`src/rtl/mem_access_if.sv`:
```
// mem_access_if: memory-op/writeback types and the data-memory request bus
package mem_access_pkg;
  typedef struct packed {
    logic [31:0] addr;
    logic [31:0] data;
    logic [4:0]  rdAddr;
    logic [2:0]  opType;
    logic        read;
    logic        write;
  } tMemOp;

  typedef struct packed {
    logic        dv;
    logic [4:0]  addr;
    logic [31:0] data;
  } tRegOp;
endpackage

interface mem_access_if;
  logic        req;
  logic        we;
  logic [31:0] addr;
  logic [31:0] wData;
  logic [3:0]  be;
  logic        gnt;
  logic        rValid;
  logic [31:0] rData;
  modport master (output req, we, addr, wData, be, input gnt, rValid, rData);
  modport slave (input req, we, addr, wData, be, output gnt, rValid, rData);
endinterface

```
`src/rtl/mem_access.sv`:
```
// mem_access: load/store unit turning ALU memory ops into req/gnt data-memory transactions
module mem_access
  import mem_access_pkg::*;
#(
  parameter int pTimeout = 255
) (
  input  logic         iClk,
  input  logic         iRst,
  input  tMemOp        iMemOp,
  mem_access_if.master dmem,
  output tRegOp        oRegWB,
  output logic         oBusy,
  output logic         oMisalign,
  output logic         oBusErr
);
  localparam int cntW = $clog2(pTimeout + 1);

  typedef enum logic [1:0] {IDLE, REQ, WAIT} tState;

  tState           state, nextState;
  logic [cntW-1:0] cnt;
  logic [1:0]      addrLo;
  logic [2:0]      opR;
  logic [4:0]      rdR;
  logic            isLoad, isStore, legalOp, aligned, accept, reject;
  logic            expire, busErrNext, wbFire;
  logic [3:0]      beNext;
  logic [31:0]     wDataNext, shifted, loadData;

  assign dmem.req = state == REQ;
  assign oBusy    = state != IDLE;

  // decode the incoming op: legality, alignment, lane enables and replicated store data
  always_comb begin
    isLoad    = iMemOp.read & ~iMemOp.write;
    isStore   = iMemOp.write & ~iMemOp.read;
    legalOp   = isLoad ? (iMemOp.opType inside {3'b000, 3'b001, 3'b010, 3'b100, 3'b101}) :
                isStore ? (iMemOp.opType inside {3'b000, 3'b001, 3'b010}) : 1'b0;
    aligned   = (iMemOp.opType[1:0] == 2'b00) |
                ((iMemOp.opType[1:0] == 2'b01) & ~iMemOp.addr[0]) |
                (iMemOp.addr[1:0] == 2'b00);
    accept    = (state == IDLE) & legalOp & aligned;
    reject    = (state == IDLE) & (iMemOp.read | iMemOp.write) & ~(legalOp & aligned);
    beNext    = iMemOp.opType[1] ? 4'b1111 :
                iMemOp.opType[0] ? 4'b0011 << iMemOp.addr[1:0] : 4'b0001 << iMemOp.addr[1:0];
    wDataNext = iMemOp.opType[1] ? iMemOp.data :
                iMemOp.opType[0] ? {2{iMemOp.data[15:0]}} : {4{iMemOp.data[7:0]}};
  end

  // pick the addressed lane out of the returned word and sign/zero extend it
  always_comb begin
    shifted  = dmem.rData >> {addrLo, 3'b000};
    loadData = opR[1] ? shifted :
               opR[0] ? {{16{~opR[2] & shifted[15]}}, shifted[15:0]} :
                        {{24{~opR[2] & shifted[7]}}, shifted[7:0]};
  end

  // next state; a grant or read-valid in the expiry cycle counts as progress
  always_comb begin
    nextState  = state;
    expire     = cnt == cntW'(pTimeout - 1);
    busErrNext = 1'b0;
    wbFire     = 1'b0;
    case (state)
      IDLE: nextState = accept ? REQ : IDLE;
      REQ: begin
        nextState  = dmem.gnt ? (dmem.we ? IDLE : WAIT) : expire ? IDLE : REQ;
        busErrNext = ~dmem.gnt & expire;
      end
      WAIT: begin
        nextState  = (dmem.rValid | expire) ? IDLE : WAIT;
        busErrNext = ~dmem.rValid & expire;
        wbFire     = dmem.rValid & |rdR;
      end
      default: nextState = IDLE;
    endcase
  end

  // state register
  always_ff @(posedge iClk or posedge iRst)
    if (iRst) state <= IDLE;
    else state <= nextState;

  // timeout counter restarts whenever REQ or WAIT is entered
  always_ff @(posedge iClk or posedge iRst)
    if (iRst) cnt <= '0;
    else cnt <= (state == IDLE || nextState != state) ? '0 : cnt + cntW'(1);

  // request fields captured on accept and held stable until the next accepted op
  always_ff @(posedge iClk or posedge iRst)
    if (iRst) begin
      dmem.we    <= 1'b0;
      dmem.addr  <= '0;
      dmem.wData <= '0;
      dmem.be    <= '0;
      addrLo     <= '0;
      opR        <= '0;
      rdR        <= '0;
    end else if (accept) begin
      dmem.we    <= isStore;
      dmem.addr  <= {iMemOp.addr[31:2], 2'b00};
      dmem.wData <= wDataNext;
      dmem.be    <= beNext;
      addrLo     <= iMemOp.addr[1:0];
      opR        <= iMemOp.opType;
      rdR        <= iMemOp.rdAddr;
    end

  // one-cycle status pulses and load writeback; writeback address/data hold between pulses
  always_ff @(posedge iClk or posedge iRst)
    if (iRst) begin
      oMisalign <= 1'b0;
      oBusErr   <= 1'b0;
      oRegWB    <= '0;
    end else begin
      oMisalign <= reject;
      oBusErr   <= busErrNext;
      oRegWB.dv <= wbFire;
      if (wbFire) begin
        oRegWB.addr <= rdR;
        oRegWB.data <= loadData;
      end
    end
endmodule

```
`src/flat_wrapper.sv`:
```
// flat-port wrapper written by rule: the top's interface ports become plain ports
module mem_access_flat import mem_access_pkg::*;
#(
  parameter int pTimeout = 255
)
  (iClk, iRst, iMemOp, oRegWB, oBusy, oMisalign, oBusErr, dmem_req, dmem_we, dmem_addr, dmem_wData, dmem_be, dmem_gnt, dmem_rValid, dmem_rData);
  mem_access_if dmem_i ();
  input  logic iClk;
  input  logic iRst;
  input  tMemOp iMemOp;
  output tRegOp oRegWB;
  output logic oBusy;
  output logic oMisalign;
  output logic oBusErr;
  output wire logic [$bits(dmem_i.req)-1:0] dmem_req;
  output wire logic [$bits(dmem_i.we)-1:0] dmem_we;
  output wire logic [$bits(dmem_i.addr)-1:0] dmem_addr;
  output wire logic [$bits(dmem_i.wData)-1:0] dmem_wData;
  output wire logic [$bits(dmem_i.be)-1:0] dmem_be;
  input wire logic [$bits(dmem_i.gnt)-1:0] dmem_gnt;
  input wire logic [$bits(dmem_i.rValid)-1:0] dmem_rValid;
  input wire logic [$bits(dmem_i.rData)-1:0] dmem_rData;
  assign dmem_req = dmem_i.req;
  assign dmem_we = dmem_i.we;
  assign dmem_addr = dmem_i.addr;
  assign dmem_wData = dmem_i.wData;
  assign dmem_be = dmem_i.be;
  assign dmem_i.gnt = dmem_gnt;
  assign dmem_i.rValid = dmem_rValid;
  assign dmem_i.rData = dmem_rData;
  mem_access #(.pTimeout(pTimeout)) u_core (.iClk(iClk), .iRst(iRst), .iMemOp(iMemOp), .dmem(dmem_i), .oRegWB(oRegWB), .oBusy(oBusy), .oMisalign(oMisalign), .oBusErr(oBusErr));
endmodule
```
`config.mk`:
```
export PLATFORM = sky130hd
export DESIGN_NAME = mem_access_flat
export DESIGN_NICKNAME = d
export VERILOG_FILES = /design/src/rtl/mem_access_if.sv /design/src/rtl/mem_access.sv /design/src/flat_wrapper.sv
export SDC_FILE = /design/constraint.sdc
export NUM_CORES = 1
export LEC_CHECK = 0
export BUFFER_PORTS_ARGS = -buffer_cell sky130_fd_sc_hd__clkbuf_2
export CELL_PAD_IN_SITES_DETAIL_PLACEMENT = 0
export CELL_PAD_IN_SITES_GLOBAL_PLACEMENT = 1
export CORE_MARGIN = 1
export CORE_UTILIZATION = 41
export DETAILED_ROUTE_END_ITERATION = 8
export PLACE_DENSITY_LB_ADDON = 0.05
export SLEW_MARGIN = 10
export SYNTH_ARGS = -nofsm -noshare
export SYNTH_HDL_FRONTEND = slang
export SYNTH_SLANG_ARGS = --single-unit
```
`constraint.sdc`:
```
create_clock -name iClk -period 8 [get_ports iClk]
set_input_delay 0.4 -clock iClk [delete_from_list [all_inputs] [get_ports iClk]]
set_output_delay 0.4 -clock iClk [all_outputs]
set_load 0.02 [all_outputs]
```
Word-level counts from Yosys, hierarchy flattened
Index checks and enable logic that the tools add are counted.
- add/sub/neg operators: 1
- eq/ne operators: 9
- shifts and indexed selects: 3
- muxes and demuxes: 17
- bitwise operators: 24
- reduce and logical (&&, ||, !) cells: 9
- operator list (kind ; number):
    2-to-1 mux 32 bit ; 4
    right shift 32 x 5 -> 32 bit ; 1
    bitwise AND 1 bit ; 13
    adder 8 x 1 -> 8 bit, second input constant ; 1
    equality test 8 bit, second input constant ; 1
    2-to-1 mux 4 bit ; 2
    2-to-1 mux 8 bit ; 1
    inverter 1 bit ; 7
    equality test 3 bit, second input constant ; 2
    zero test 2 bit ; 3
    2-to-1 mux 2 bit ; 3
    case mux 2 bit (3 select lines) ; 1
    2-to-1 mux 1 bit ; 5
    nonzero test 5 bit ; 1
    OR reduction 5 bit ; 1
    equality test 2 x 1 -> 1 bit, second input constant ; 2
    bitwise OR 1 bit ; 4
    left shift 1 x 2 -> 4 bit, first input constant ; 1
    left shift 2 x 2 -> 4 bit, first input constant ; 1
    equality test 3 x 1 -> 1 bit, second input constant ; 1
    equality test 3 x 2 -> 1 bit, second input constant ; 1
    zero test 3 bit ; 1
    nonzero test 3 bit ; 1
    equality test 2 bit, second input constant ; 1
    other kinds (4) ; 4
- register bits: 127
- output and inout bits: 111
- word-level logic and storage cells: 77

Depth between registers and ports, before layout
- depth after elaboration: 11
- gate-level depth with buffers: 8

Least setup slack after synthesis
Ideal clock, no wire load.
- kind: register to register
- from: register u_core.state[1]
- to: register u_core.cnt[2]
- library setup time: 0.145 ns
- arrival: 1.666 ns
- data required time: 7.855 ns
- slack: 6.188 ns
- stages on the path, launching flop included: 7
- path buffers: 0
- path through: dfrtp_1 inv_1 ha_1 nor3b_1 a21oi_1 o211ai_1 nor3_1
- elaborated cells between the ends (all ways): 10
- classes of those cells: 3 x eq/ne; 3 x mux; 2 x bitwise; 2 x reduce/logical
- RTL lines (what ; line ; RTL):
    from (decl) ; mem_access.sv:20 ; tState state, nextState;
    from (signal assigned) ; mem_access.sv:82 ; else state <= nextState;
    equality test 2 x 1 -> 1 bit ; - ;
    via dmem_req ; flat_wrapper.sv:15 ; output wire logic [$bits(dmem_i.req)-1:0] dmem_req;
    case mux 2 bit (3 select lines) ; mem_access.sv:64 ; case (state)
    != test 2 bit ; mem_access.sv:87 ; else cnt <= (state == IDLE || nextState != state) ? '0 : cnt + cntW'(1);
    logical OR 1 bit ; mem_access.sv:87 ;
    2-to-1 mux 8 bit ; mem_access.sv:87 ;
    to (signal assigned) ; mem_access.sv:87 ;
    to (decl) ; mem_access.sv:21 ; logic [cntW-1:0] cnt;
The timed path passes the listed nets, and every way through them passes these cells.
A chain may end at the register's enable or synchronous reset.

Worst setup path after layout
- from: input iMemOp[3] in the netlist's numbering
- to: register u_core.dmem.addr[15]
- cells in the longest elaborated chain, start to end: 6
- elaborated cells between the ends (all ways): 16
- classes of those cells: 5 x eq/ne; 2 x mux; 5 x bitwise; 4 x reduce/logical
- RTL lines (what ; line ; RTL):
    from (decl) ; flat_wrapper.sv:10 ; input tMemOp iMemOp;
    equality test 3 x 1 -> 1 bit (tied with other cells) ; mem_access.sv:37, mem_access.sv:38 ;
    nonzero test 3 bit ; mem_access.sv:38 ; isStore ? (iMemOp.opType inside {3'b000, 3'b001, 3'b010}) : 1'b0;
    2-to-1 mux 1 bit ; mem_access.sv:38 ;
    2-to-1 mux 1 bit ; mem_access.sv:37 ; legalOp = isLoad ? (iMemOp.opType inside {3'b000, 3'b001, 3'b010, 3'b100, 3'b101}) :
    bitwise AND 1 bit ; mem_access.sv:42 ; accept = (state == IDLE) & legalOp & aligned;
    bitwise AND 1 bit (*) ; mem_access.sv:42 ;
    to (decl) ; mem_access_if.sv:28 ; modport master (output req, we, addr, wData, be, input gnt, rValid, rData);
Every way passes the cells marked *; elsewhere a longest branch is shown, timed or not.

==> results.cfg <==
[critical_path]
cp_num_buf_inv = 2
rr_startpoint = u_core.state[1]
cp_top_family = buffers and inverters
cp.required_ns = 8.29
path_max_fanout = 72
path_cells = clkbuf_2 > a21oi_1 > o221ai_4 > buf_4 > mux2_4
cp-end-kind = flip-flop
startpoint = iMemOp[3]
crit_type = in -> reg
max_stage_delay_ns = 0.91
slowest_stage = buf_4
arrival_ns = 3.37
worstSetupStartpointType = input port

[sta]
tns_ns = 0
rsz0062_at_grt = false
fmax_mhz = 324.7
slew_headroom_pct = 27.24
fin_crit_ns = 3.080
hold_viol_final = 0
tightest_slew_ns = 1.091
setup_violations = 0
finalCritPeriodShare_pct = 38.50
drv_slew = 0
skew_ns = 0.006033

[cts]
insertion_delay_ns = 0.41
postCtsSetupBuffers = 0
cts_tree = yes
root_buffer = clkbuf_16
hold_buffers = 0
cts_sinks = 127
clk_path_buf_depth = 2
path_clk_slew_ns = 0.05
cts_resized = 0
htreeDepth = 4
numCtsBuffers = 17

[synthesis]
synth_edf_count = 0
synth.distinct_cells = 48
ys_seq_area_share_pct = 51.45
synth-simple-area-share_pct = 12.36
synth_top_family_by_area = multiplexers
postSynthAreaPerCell_um2 = 11.70
synth.top_cell.area_share_pct = 51.45
syn_area_mm2 = 0.006177
synth_compound_area_share_pct = 11.63
async_flop_share_pct = 100.0
synth_xor_area_share_pct = 0.8507
syn_inst = 528
synth-main-ff-cell = dfrtp_1
yosysWarningCount = 0
yosys_register_bits = 127
synthMuxAreaShare_pct = 18.01
synth_area_leaders = dfrtp_1 (51%), mux2_4 (11%), mux2i_1 (4.2%)
synth_fa_ha_area_share_pct = 1.215
yosys.area.top_type = dfrtp_1

[floorplan]
rows = 44
initial_core_util_pct = 42.18
dieArea_mm2 = 0.01556
fp.coreArea_mm2 = 0.01464
die_w_um = 124.7
die_height_um = 124.7
io_pins = 221

[routing]
dr_total_vias = 4753
drtPass1Iterations = 7
wl_per_cell_um = 16.35
drt_iter0_drc = 294
drc = 31
ant_nets = 0
routed_wirelength_um = 15250
vias_per_cell = 5.094

[placement]
portBuffers = 218
dp_cells = 901
placed_cell_area_mm2 = 0.007302
place.gp.congestion = 0.8546
place_hpwl_um = 10940

[final_layout]
utilization_pct = 54.48
fin_area_mm2 = 0.007978
antenna_cells = 0
drive_gt1_share_pct = 43.12
num-nets-final = 852
layout.cells.non_filler = 933
syn_to_final_growth_pct = 29.15

[global_route]
gr-usage-all-layers_pct = 20.49
grt_pass1_vias = 4679
antenna_found_initial = 0
grt_max_degree = 73
grt_pass1_wl_um = 24920
overflow = 0

[power]
p_per_area_mw_per_mm2 = 378.3
ir_drop_uv = 196.7
power_w = 0.003018
power.leakage_nw = 4.112

[run_status]
failed_checks = design-rule violations
status = finished, violations left

[hold_path]
hold_path_class = in -> async

[flow_run]
cap_violations = 0
[sequential cells by signal, indices dropped and copies added, names as in the netlist]
signal             flops
u_core.oRegWB         38
u_core.oBusErr         1
u_core.addrLo          2
u_core.rdR             5
u_core.oMisalign       1
u_core.opR             3
u_core.cnt             8
u_core.dmem.wData     32
u_core.dmem.addr      30
u_core.dmem.we         1
u_core.dmem.be         4
u_core.state           2
[power breakdown]
part,leakage [nW],internal (W),switching (W)
combinational,2.20,0.000454,0.000639
clock,0.327,0.000593,0.000285
sequential,1.58,0.000884,0.000163
total,4.11,0.00193,0.00109
[synthesized netlist by cell type, types with 11 or more instances]
master and n:
dfrtp_1 127, nand2_1 67, mux2_4 47, o21ai_0 32, mux2i_1 26, nor2b_1 25, a21oi_1 22, nand3_1 19
o31ai_1 15, mux2_2 13, nor2_1 13, buf_6 11, o211ai_1 11
[final timing paths]
| kind | end | slack, ns | depth (start not counted) |
|---|---|---|---|
| min | u_core.dmem.addr[17] | 0.08 | 2 |
| min reg2reg | u_core.dmem.wData[18] | 0.48 | 2 |
| max reg2reg | u_core.dmem.addr[15] | 5.34 | 5 |
| max | u_core.dmem.addr[15] | 4.92 | 5 |
| max in group asynchronous | u_core.oRegWB[33] | 6.53 | 3 |
| min in group iClk | u_core.dmem.addr[24] | 0.21 | 2 |
[kinds of logic after synthesis]
kind of cell               count (synthesis)
AOI/OAI and AO/OA                        106
xor gates and xnor gates                   6
adders and majority gates                  6
buffers and inverters                     43
DFF                                      127
muxes                                     86
other                                      1
and+or+nand+nor                          153
[per-layer routing]
metal / GRT usage (%) / share of wire [%] / vias up
li1: - / - / 2288
met3: 5.713 / 6.6 / 17
met5: 0 / 0 / -
met4: 6.826 / 1.3 / 0
met1: 27.35 / 45 / 2310
met2: 31.99 / 47 / 138
[cell usage in the layout (no fill, tap or decap), types with 2 or more instances in the layout]
cell type   synthesis  final
o21ai_0            32     32
nor3b_1             2      2
clkbuf_2            0    218
clkinv_2            0      3
nor2_1             13     13
bufinv_16           0      6
mux2_4             47     47
clkbuf_16           0     17
nand3_1            19     19
nand3b_1            4      4
a211oi_1            7      7
a21oi_1            22     22
buf_4               6      4
nand2_1            67     67
o31ai_1            15     15
conb_1              1      2
ha_1                6      6
o31a_1              2      2
nor3_1              8      8
a22o_1              8      8
clkinvlp_4          0      2
nand4_1             2      2
nor2b_1            25     25
o221ai_1            2      2
o211ai_1           11     11
inv_1               8      7
xor2_1              5      5
inv_6               0      2
nand2b_1            3      3
dfrtp_1           127    127
and3_1              2      2
mux2_2             13     13
mux2i_1            26     26
[per-stage QoR]
step / setup slack [ns] / hold WS [ns]
floorplan: 4.216 / 0.4911
global placement: 4.553 / 0.4639
detailed placement: 4.496 / 0.4664
CTS: 4.927 / 0.1046
global route: 4.695 / 0.1364
finish: 4.920 / 0.07969
[area by class of cell]
type / count / area [µm²]
fillers: 1332 / 6666
flip-flops and latches: 127 / 3178
multi-input cells: 359 / 2736
repair buffers: 222 / 1121
clock buffers: 18 / 439.2
clock inverters: 14 / 236.5
well taps: 184 / 230.2
inverters: 9 / 36.28
(Power assumes the default switching activity.)
